<file path="config.mk">
export PLATFORM = sky130hd
export DESIGN_NAME = imem_loader
export DESIGN_NICKNAME = d
export VERILOG_FILES = /design/src/rtl/imem_loader.sv
export SDC_FILE = /design/constraint.sdc
export NUM_CORES = 1
export LEC_CHECK = 0
export ABC_AREA = 0
export CAP_MARGIN = 20
export CELL_PAD_IN_SITES_DETAIL_PLACEMENT = 1
export CELL_PAD_IN_SITES_GLOBAL_PLACEMENT = 1
export CORE_MARGIN = 8
export CORE_UTILIZATION = 44
export DETAILED_ROUTE_END_ITERATION = 10
export PLACE_DENSITY = 0.85
export SETUP_SLACK_MARGIN = 0.1
export SLEW_MARGIN = 20
export SYNTH_ARGS = -nofsm -noshare
export SYNTH_HDL_FRONTEND = slang
export SYNTH_SLANG_ARGS = --single-unit
</file>
<file path="constraint.sdc">
create_clock -name clk -period 2.74 [get_ports clk]
set_input_delay 0.411 -clock clk [delete_from_list [all_inputs] [get_ports clk]]
set_output_delay 0.411 -clock clk [all_outputs]
set_load 0.02 [all_outputs]
</file>
<file path="src/rtl/imem_loader.sv">
// imem_loader: turns a framed byte stream into 32-bit instruction-RAM writes.
// Frame: SYNC, LEN_HI, LEN_LO, LEN*4 data bytes (MSB first), CHK.
// CHK is the 8-bit sum of the data bytes. The CPU is held in reset while a
// load is in progress and after an aborted load.
module imem_loader #(
  parameter int          DEPTH   = 128,
  parameter int          AW      = 7,
  parameter logic [7:0]  SYNC    = 8'hA5,
  parameter int          TIMEOUT = 50_000_000
) (
  input  logic          clk,
  input  logic          reset,
  input  logic [7:0]    rx_data,
  input  logic          rx_valid,
  output logic          we,
  output logic [AW-1:0] wa,
  output logic [31:0]   wd,
  output logic          cpu_reset,
  output logic          busy,
  output logic          done,
  output logic          error
);

  typedef enum logic [2:0] {
    S_IDLE, S_LEN_HI, S_LEN_LO, S_DATA, S_CHK, S_DONE, S_ERR
  } state_t;

  localparam logic [31:0] TLIM = 32'(TIMEOUT - 1);

  state_t      state, nxt;
  logic [7:0]  len_hi;
  logic [15:0] len;
  logic [15:0] len_in;
  logic [15:0] wcnt;
  logic [1:0]  bcnt;
  logic [7:0]  chk;
  logic [23:0] asm_r;
  logic [31:0] tcnt;
  logic        timed_out;
  logic        is_sync;

  assign len_in    = {len_hi, rx_data};
  assign is_sync   = rx_valid && (rx_data == SYNC);
  // The edge that would take the idle counter to TIMEOUT is the abort edge.
  assign timed_out = !rx_valid && (tcnt == TLIM);

  // State register.
  always_ff @(posedge clk) begin
    if (reset) state <= S_IDLE;
    else       state <= nxt;
  end

  // Next-state logic and state-decoded status outputs.
  always_comb begin
    nxt       = state;
    busy      = 1'b0;
    done      = 1'b0;
    error     = 1'b0;
    cpu_reset = 1'b0;
    case (state)
      S_IDLE, S_DONE, S_ERR: begin
        if (is_sync) nxt = S_LEN_HI;
      end
      S_LEN_HI: begin
        if (rx_valid)       nxt = S_LEN_LO;
        else if (timed_out) nxt = S_ERR;
      end
      S_LEN_LO: begin
        if (rx_valid)
          nxt = (len_in == 16'd0 || len_in > 16'(DEPTH)) ? S_ERR : S_DATA;
        else if (timed_out)
          nxt = S_ERR;
      end
      S_DATA: begin
        if (rx_valid && bcnt == 2'd3 && wcnt == len - 16'd1) nxt = S_CHK;
        else if (timed_out)                                 nxt = S_ERR;
      end
      S_CHK: begin
        if (rx_valid)       nxt = (rx_data == chk) ? S_DONE : S_ERR;
        else if (timed_out) nxt = S_ERR;
      end
      default: nxt = S_IDLE;
    endcase
    busy      = (state == S_LEN_HI) || (state == S_LEN_LO) ||
                (state == S_DATA)   || (state == S_CHK);
    cpu_reset = busy || (state == S_ERR);
    done      = (state == S_DONE);
    error     = (state == S_ERR);
  end

  // Datapath: length latch, word assembly, checksum, write port, idle timer.
  always_ff @(posedge clk) begin
    if (reset) begin
      we     <= 1'b0;
      wa     <= '0;
      wd     <= '0;
      len_hi <= '0;
      len    <= '0;
      wcnt   <= '0;
      bcnt   <= '0;
      chk    <= '0;
      asm_r  <= '0;
      tcnt   <= '0;
    end else begin
      we <= 1'b0;
      if (busy && !rx_valid) tcnt <= tcnt + 32'd1;
      else                   tcnt <= '0;
      if (rx_valid) begin
        case (state)
          S_IDLE, S_DONE, S_ERR: begin
            if (is_sync) begin
              chk  <= '0;
              wcnt <= '0;
              bcnt <= '0;
            end
          end
          S_LEN_HI: len_hi <= rx_data;
          S_LEN_LO: len    <= len_in;
          S_DATA: begin
            asm_r <= {asm_r[15:0], rx_data};
            chk   <= chk + rx_data;
            bcnt  <= bcnt + 2'd1;
            if (bcnt == 2'd3) begin
              we   <= 1'b1;
              wa   <= wcnt[AW-1:0];
              wd   <= {asm_r, rx_data};
              wcnt <= wcnt + 16'd1;
            end
          end
          default: ;
        endcase
      end
    end
  end

endmodule

</file>
; Word-level counts from Yosys, hierarchy flattened
; Cells that the tools add are included.
[totals]
ff_bits = 149
inputBits = 11
elab_cells = 73
[classes]
n_addsub = 5
order_cmp = 1
eq_ne = 13
mux = 17
bitwise_logic = 3
n_reduce_logical = 23
[ops]
columns = operator, n
row1 = "adder 32 x 1 -> 32 bit, second input constant", 1
row2 = "equality test 32 x 26 -> 1 bit, second input constant", 1
row3 = 2-to-1 mux 16 bit, 2
row4 = case mux 16 bit (2 select lines), 1
row5 = 2-to-1 mux 3 bit, 7
row6 = "adder 16 x 1 -> 16 bit, second input constant", 1
row7 = equality test 16 bit, 1
row8 = "> comparator 16 x 8 -> 1 bit, second input constant", 1
row9 = zero test 16 bit, 1
row10 = case mux 8 bit (2 select lines), 1
row11 = "subtractor 16 x 1 -> 16 bit, second input constant", 1
row12 = case mux 3 bit (5 select lines), 1
row13 = "equality test 3 bit, second input constant", 3
row14 = adder 8 bit, 1
row15 = equality test 8 bit, 1
row16 = "equality test 8 bit, second input constant", 1
row17 = 2-to-1 mux 8 bit, 1
row18 = "equality test 3 x 2 -> 1 bit, second input constant", 2
row19 = AND reduction 2 bit, 3
row20 = AND reduction 3 bit, 2
row21 = OR reduction 3 bit, 2
row22 = logical AND 1 bit, 5
row23 = logical OR 1 bit, 5
row24 = 2-to-1 mux 2 bit, 2
row25 = 12 further kinds, 15

; Longest topological paths before layout
[depth]
ltp_word = 7
depth_mapped = 10

; Worst setup path before layout
; Ideal clock, no wire load.
[synth_timing]
path_type = flip-flop to flip-flop
start = reg len[0]
end = reg state[2]
setup_ns = 0.058
t_arrival_ns = 2.127
t_required_ns = 2.682
setup_slack_ns = 0.556
stages_incl_launch_ff = 11
n_path_buf = 1
synth_period_minus_slack_ns = 2.184
cell_sequence = dfxtp_1 > inv_1 > ha_1 > clkbuf_1 > nand2_1 > mux2_2 > a211oi_1 > a41oi_1 > a2111oi_4 > and4bb_4 > o221a_4
[synth_between]
elab_chain_len = 5
[synth_rtl]
columns = item, line
row1 = start: declaration, 32  ; logic [15:0] len;
row2 = start signal: assignment, 118  ; S_LEN_LO: len <= len_in;
row3 = subtractor 16 x 1 -> 16 bit, 75  ; if (rx_valid && bcnt == 2'd3 && wcnt == len - 16'd1) nxt = S_CHK;
row4 = equality test 16 bit, 75
row5 = logical AND 1 bit, 75
row6 = 2-to-1 mux 3 bit, 75
row7 = case mux 3 bit (5 select lines), 60  ; case (state)
row8 = end signal: assignment, 50  ; else state <= nxt;
row9 = end: declaration, 30  ; state_t state, nxt;
; Every way passes these cells.
; A chain may end at the register's enable or synchronous reset.

; Worst setup path after layout
[layout_timing]
start = reg state[2]
end = out cpu_reset
[layout_between]
elab_chain_len = 5
elab_cells_between_ends = 9
[layout_rtl]
columns = item, line
row1 = equality test 3 x 1 -> 1 bit / equality test 3 x 2 -> 1 bit (equally long branches), 84  ; busy = (state == S_LEN_HI) || (state == S_LEN_LO) ||
row2 = logical OR 1 bit (2 in series), 84
row3 = logical OR 1 bit, 85  ; (state == S_DATA) || (state == S_CHK);
row4 = logical OR 1 bit (*), 86  ; cpu_reset = busy || (state == S_ERR);
row5 = end: declaration, 18  ; output logic cpu_reset,
; Mark *: on every way between the ends. The rest lies on a longest branch, timed or not.

==> run_results.csv <==
group,metric,value,unit
cts,post_cts_buffers,0,
worst_setup_path,cpPeakStageDelay,0.53,ns
floorplan,initial_core_util,0.449,
worst_setup_path,path_class,"reg2out",
worst_setup_path,crit_chain,"or3_1 -> nand2_1 -> nand2b_1 -> clkdlybuf4s50_1",
sta,period_needed,2.49,ns
synth,synth_top_family_by_area,"simple AND/OR/NAND/NOR gates",
cts,cts_resized,0,
cts,cts.sinks,149,
floorplan,io_pins,55,
worst_setup_path,start_kind,"register",
place,preCtsSetupSlack,-0.0601,ns
power_and_ir_drop,power,5.16,mW
worst_setup_path,critPathRequiredTime,2.33,ns
cts,cts_buffers,17,
synth,syn_area_per_cell,8.06,um2
power_and_ir_drop,total_leakage_power,2.82,nW
synth,yosysSeqAreaShare,0.439,
sta,min_period_over_period,0.907,
sta,final-setup-viol-count,0,
route,antenna_left,0,
synth,synth-xor-area-share,0.0799,
synth,syn_inst,843,
floorplan,chipHeight,140,um
outcome,status,"completed",
synth,yosysWarnings,0,
worst_setup_path,ff2ff_path_depth,8,
grt,grt_max_degree,56,
sta,finClkSkew,0.00787,ns
synth,yosys.area_share.simple,0.285,
synth,synth_edf_count,0,
sta,worst_pin_slew,0.585,ns
cts,clk_pin_slew,0.06,ns
sta,setup_ws,0.255,ns
synth,ys_seq_elements,149,
synth,synth_fa_ha_area_frac,0.0232,
synth,synth.area.mux_share,0.00166,
sta,maxSlewHeadroom,0.610,
cts,clk-insertion-delay-late,0.43,ns
cts,clk_path_buf_depth,2,
worst_setup_path,worst-path-stages,4,
worst_hold_path,min_path_type,"reg2reg",
worst_setup_path,r2r-end,"state[1]",
cts,cts_tree,"built",
synth,ys_async_sr_fraction,0,
sta,rsz0062_at_grt,"no",
route,wl,19000,um
grt,antenna_found_initial,0,
grt,grt_remaining_overflow,0,
worst_setup_path,rr_startpoint,"len[0]",
sta,fin_tns_setup,0,ns
route,wire_per_inst,17.3,um
grt,grt_pass1_wl,31400,um
grt,grt_usage,0.197,
power_and_ir_drop,powerDensity,629,nW/um2
layout,layout.nets,921,
sta,max_freq,402,MHz
floorplan,die_x,140,um
layout,layout-drive-gt1-share,0.0900,
route,vias,6071,
floorplan,rows,45,
worst_setup_path,end_kind,"output port",
synth,synth_ff_type,"dfxtp_1",
grt,grt_pass1_vias,6192,
cts,cts_root_buffer,"clkbuf_16",
floorplan,core_region_area,15100,um2
cts,hold_buffers,0,
worst_setup_path,worstPathMaxFanout,16,
worst_setup_path,crit_buf_inv,1,
worst_setup_path,critPathSlowestCell,"clkdlybuf4s50_1",
floorplan,fp.dieArea,19700,um2
layout,filler_cell_count,1820,
layout,area_growth,20.8,%
power_and_ir_drop,ir_drop,0.000481,V
worst_hold_path,hold_depth,2,
route,vias_per_cell,5.52,
worst_setup_path,crit_family,"simple AND/OR/NAND/NOR gates",
worst_setup_path,startpoint,"state[2]",
synth,synth.distinct_cells,62,
worst_setup_path,crit_end,"cpu_reset",
route,drcViolationCount,0,
sta,hold_viol_final,0,
route,dr.pass1.iters,4,
place,place.gp.congestion,0.840,
route,drt_iter0_markers,294,
place,io_buffers,54,
flow_run,maxCapViolCount,0,
layout,diodes,0,
cts,htreeDepth,4,
worst_setup_path,arrival,2.07,ns
synth,synth_fp_nets,866,
worst_setup_path,r2r_setup_slack,0.27,ns
place,post-dp-hpwl,13100,um
sta,slew_violations,0,
synth,syn-cell-area,6800,um2
synth,synth-compound-area-share,0.137,
==> state kept, by name (all words and copies together), names as in the netlist <==
register,flops
wcnt,16
bcnt,2
asm_r,24
state,3
wa,7
tcnt,32
len_hi,8
wd,32
we,1
len,16
chk,8
==> Yosys cell counts, types with 3 or more instances <==
cell type    n  area share
ha_1        11       0.020
or3_1        9      0.0083
xor2_1      28       0.036
nand3_1     26       0.019
nor2_1      72       0.040
xnor2_1     34       0.044
a21oi_1    102       0.075
o21ai_1      3      0.0022
o21ai_0     11      0.0081
and4_1       5      0.0064
nor2b_1      4      0.0037
nor4_4       4       0.013
clkbuf_1    43       0.024
a211oi_1     4      0.0044
nand4_1     16       0.015
nor3_1      13      0.0096
a21o_1       4      0.0044
and2_1       6      0.0055
and3_1       7      0.0064
nor4_1       5      0.0046
nand3b_1     4      0.0044
nand2b_1     9      0.0083
dfxtp_1    149        0.44
inv_1       16      0.0088
nor4b_1      3      0.0039
nand2_1    204        0.11
a22oi_1      8      0.0088
==> area by class of cell <==
class | count | area, um2 | share of cell area
Clock inverter | 13 | 149 | 0.0181
Timing Repair Buffer | 81 | 766 | 0.0933
Clock buffer | 19 | 433 | 0.0528
Multi-Input combinational cell | 633 | 3580 | 0.436
Sequential cell | 149 | 2980 | 0.363
Inverter | 16 | 60.1 | 0.00732
Tap cell | 188 | 235 | 0.0287
==> metrics by stage <==
stage                      util  hold WS [ns]  std cells  cell area [um2]
after floorplan               -         0.432        843             6800
after global placement    0.503         0.441       1067             7620
after detailed placement  0.503         0.446       1067             7620
after CTS                 0.542         0.456       1099             8210
after global routing      0.542         0.465       1099             8210
final                     0.542         0.453       1099             8210
==> where the power goes <==
part | internal (mW) | switching [mW]
clock network | 1.35 | 0.975
registers | 2.19 | 0.0416
logic | 0.248 | 0.354
total | 3.79 | 1.37
==> worst reg2reg max path: stages, from the launching register on <==
cell and delay, ns:
dfxtp_1 0.46, inv_1 0.08, ha_1 0.31, mux2_2 0.31, a211oi_1 0.24, a41oi_1 0.12, a2111oi_4 0.37, and4bb_4 0.32
o22ai_1 0.11
==> per-layer routing <==
layer	wire length, um	share of wire	up-vias	global-route usage
li1	-	-	2972	-
met1	8330	0.44	2993	0.227
met2	9760	0.51	78	0.352
met3	533	0.028	28	0.0425
met4	391	0.021	0	0.0703
met5	0	0	-	0
==> cell usage in the layout (no fill, tap or decap), drive strengths merged, types with 2 or more instances in the layout <==
cell,n
ha,11
a211oi,4
o41ai,2
o21ai,14
o2111ai,3
xnor2,34
a21o,4
clkdlybuf4s50,53
or3,10
nor2,73
nand2b,9
nand4,17
nor4,11
and4,5
clkinvlp,3
dfxtp,149
a21oi,103
nand3,28
nand3b,4
nor2b,4
clkinv,4
and2,6
o221a,2
clkbuf,19
and3,8
nor3,13
nor3b,2
bufinv,2
buf,28
nand4b,2
nand2,204
o22ai,2
a21boi,3
inv,20
nor4b,3
a22oi,8
xor2,28
==> how the worst min path moves through the flow <==
stage               from  endpoint  slack [ns]
5_1_grt           wd[26]    wd[26]        0.46
6_report           wa[3]     wa[3]        0.45
3_3_place_gp   asm_r[22]    wd[30]        0.44
2_1_floorplan  asm_r[16]    wd[24]        0.43
3_5_place_dp   asm_r[22]    wd[30]        0.45
4_1_cts            wa[3]     wa[3]        0.46
==> cell families after synthesis <==
kind of cell,after synthesis
fa+ha+maj,12
xor+xnor,62
flops,149
buf+inv,61
mux,1
simple gates,405
compound gates,153
Note: power is estimated with default switching activity, not from simulation.
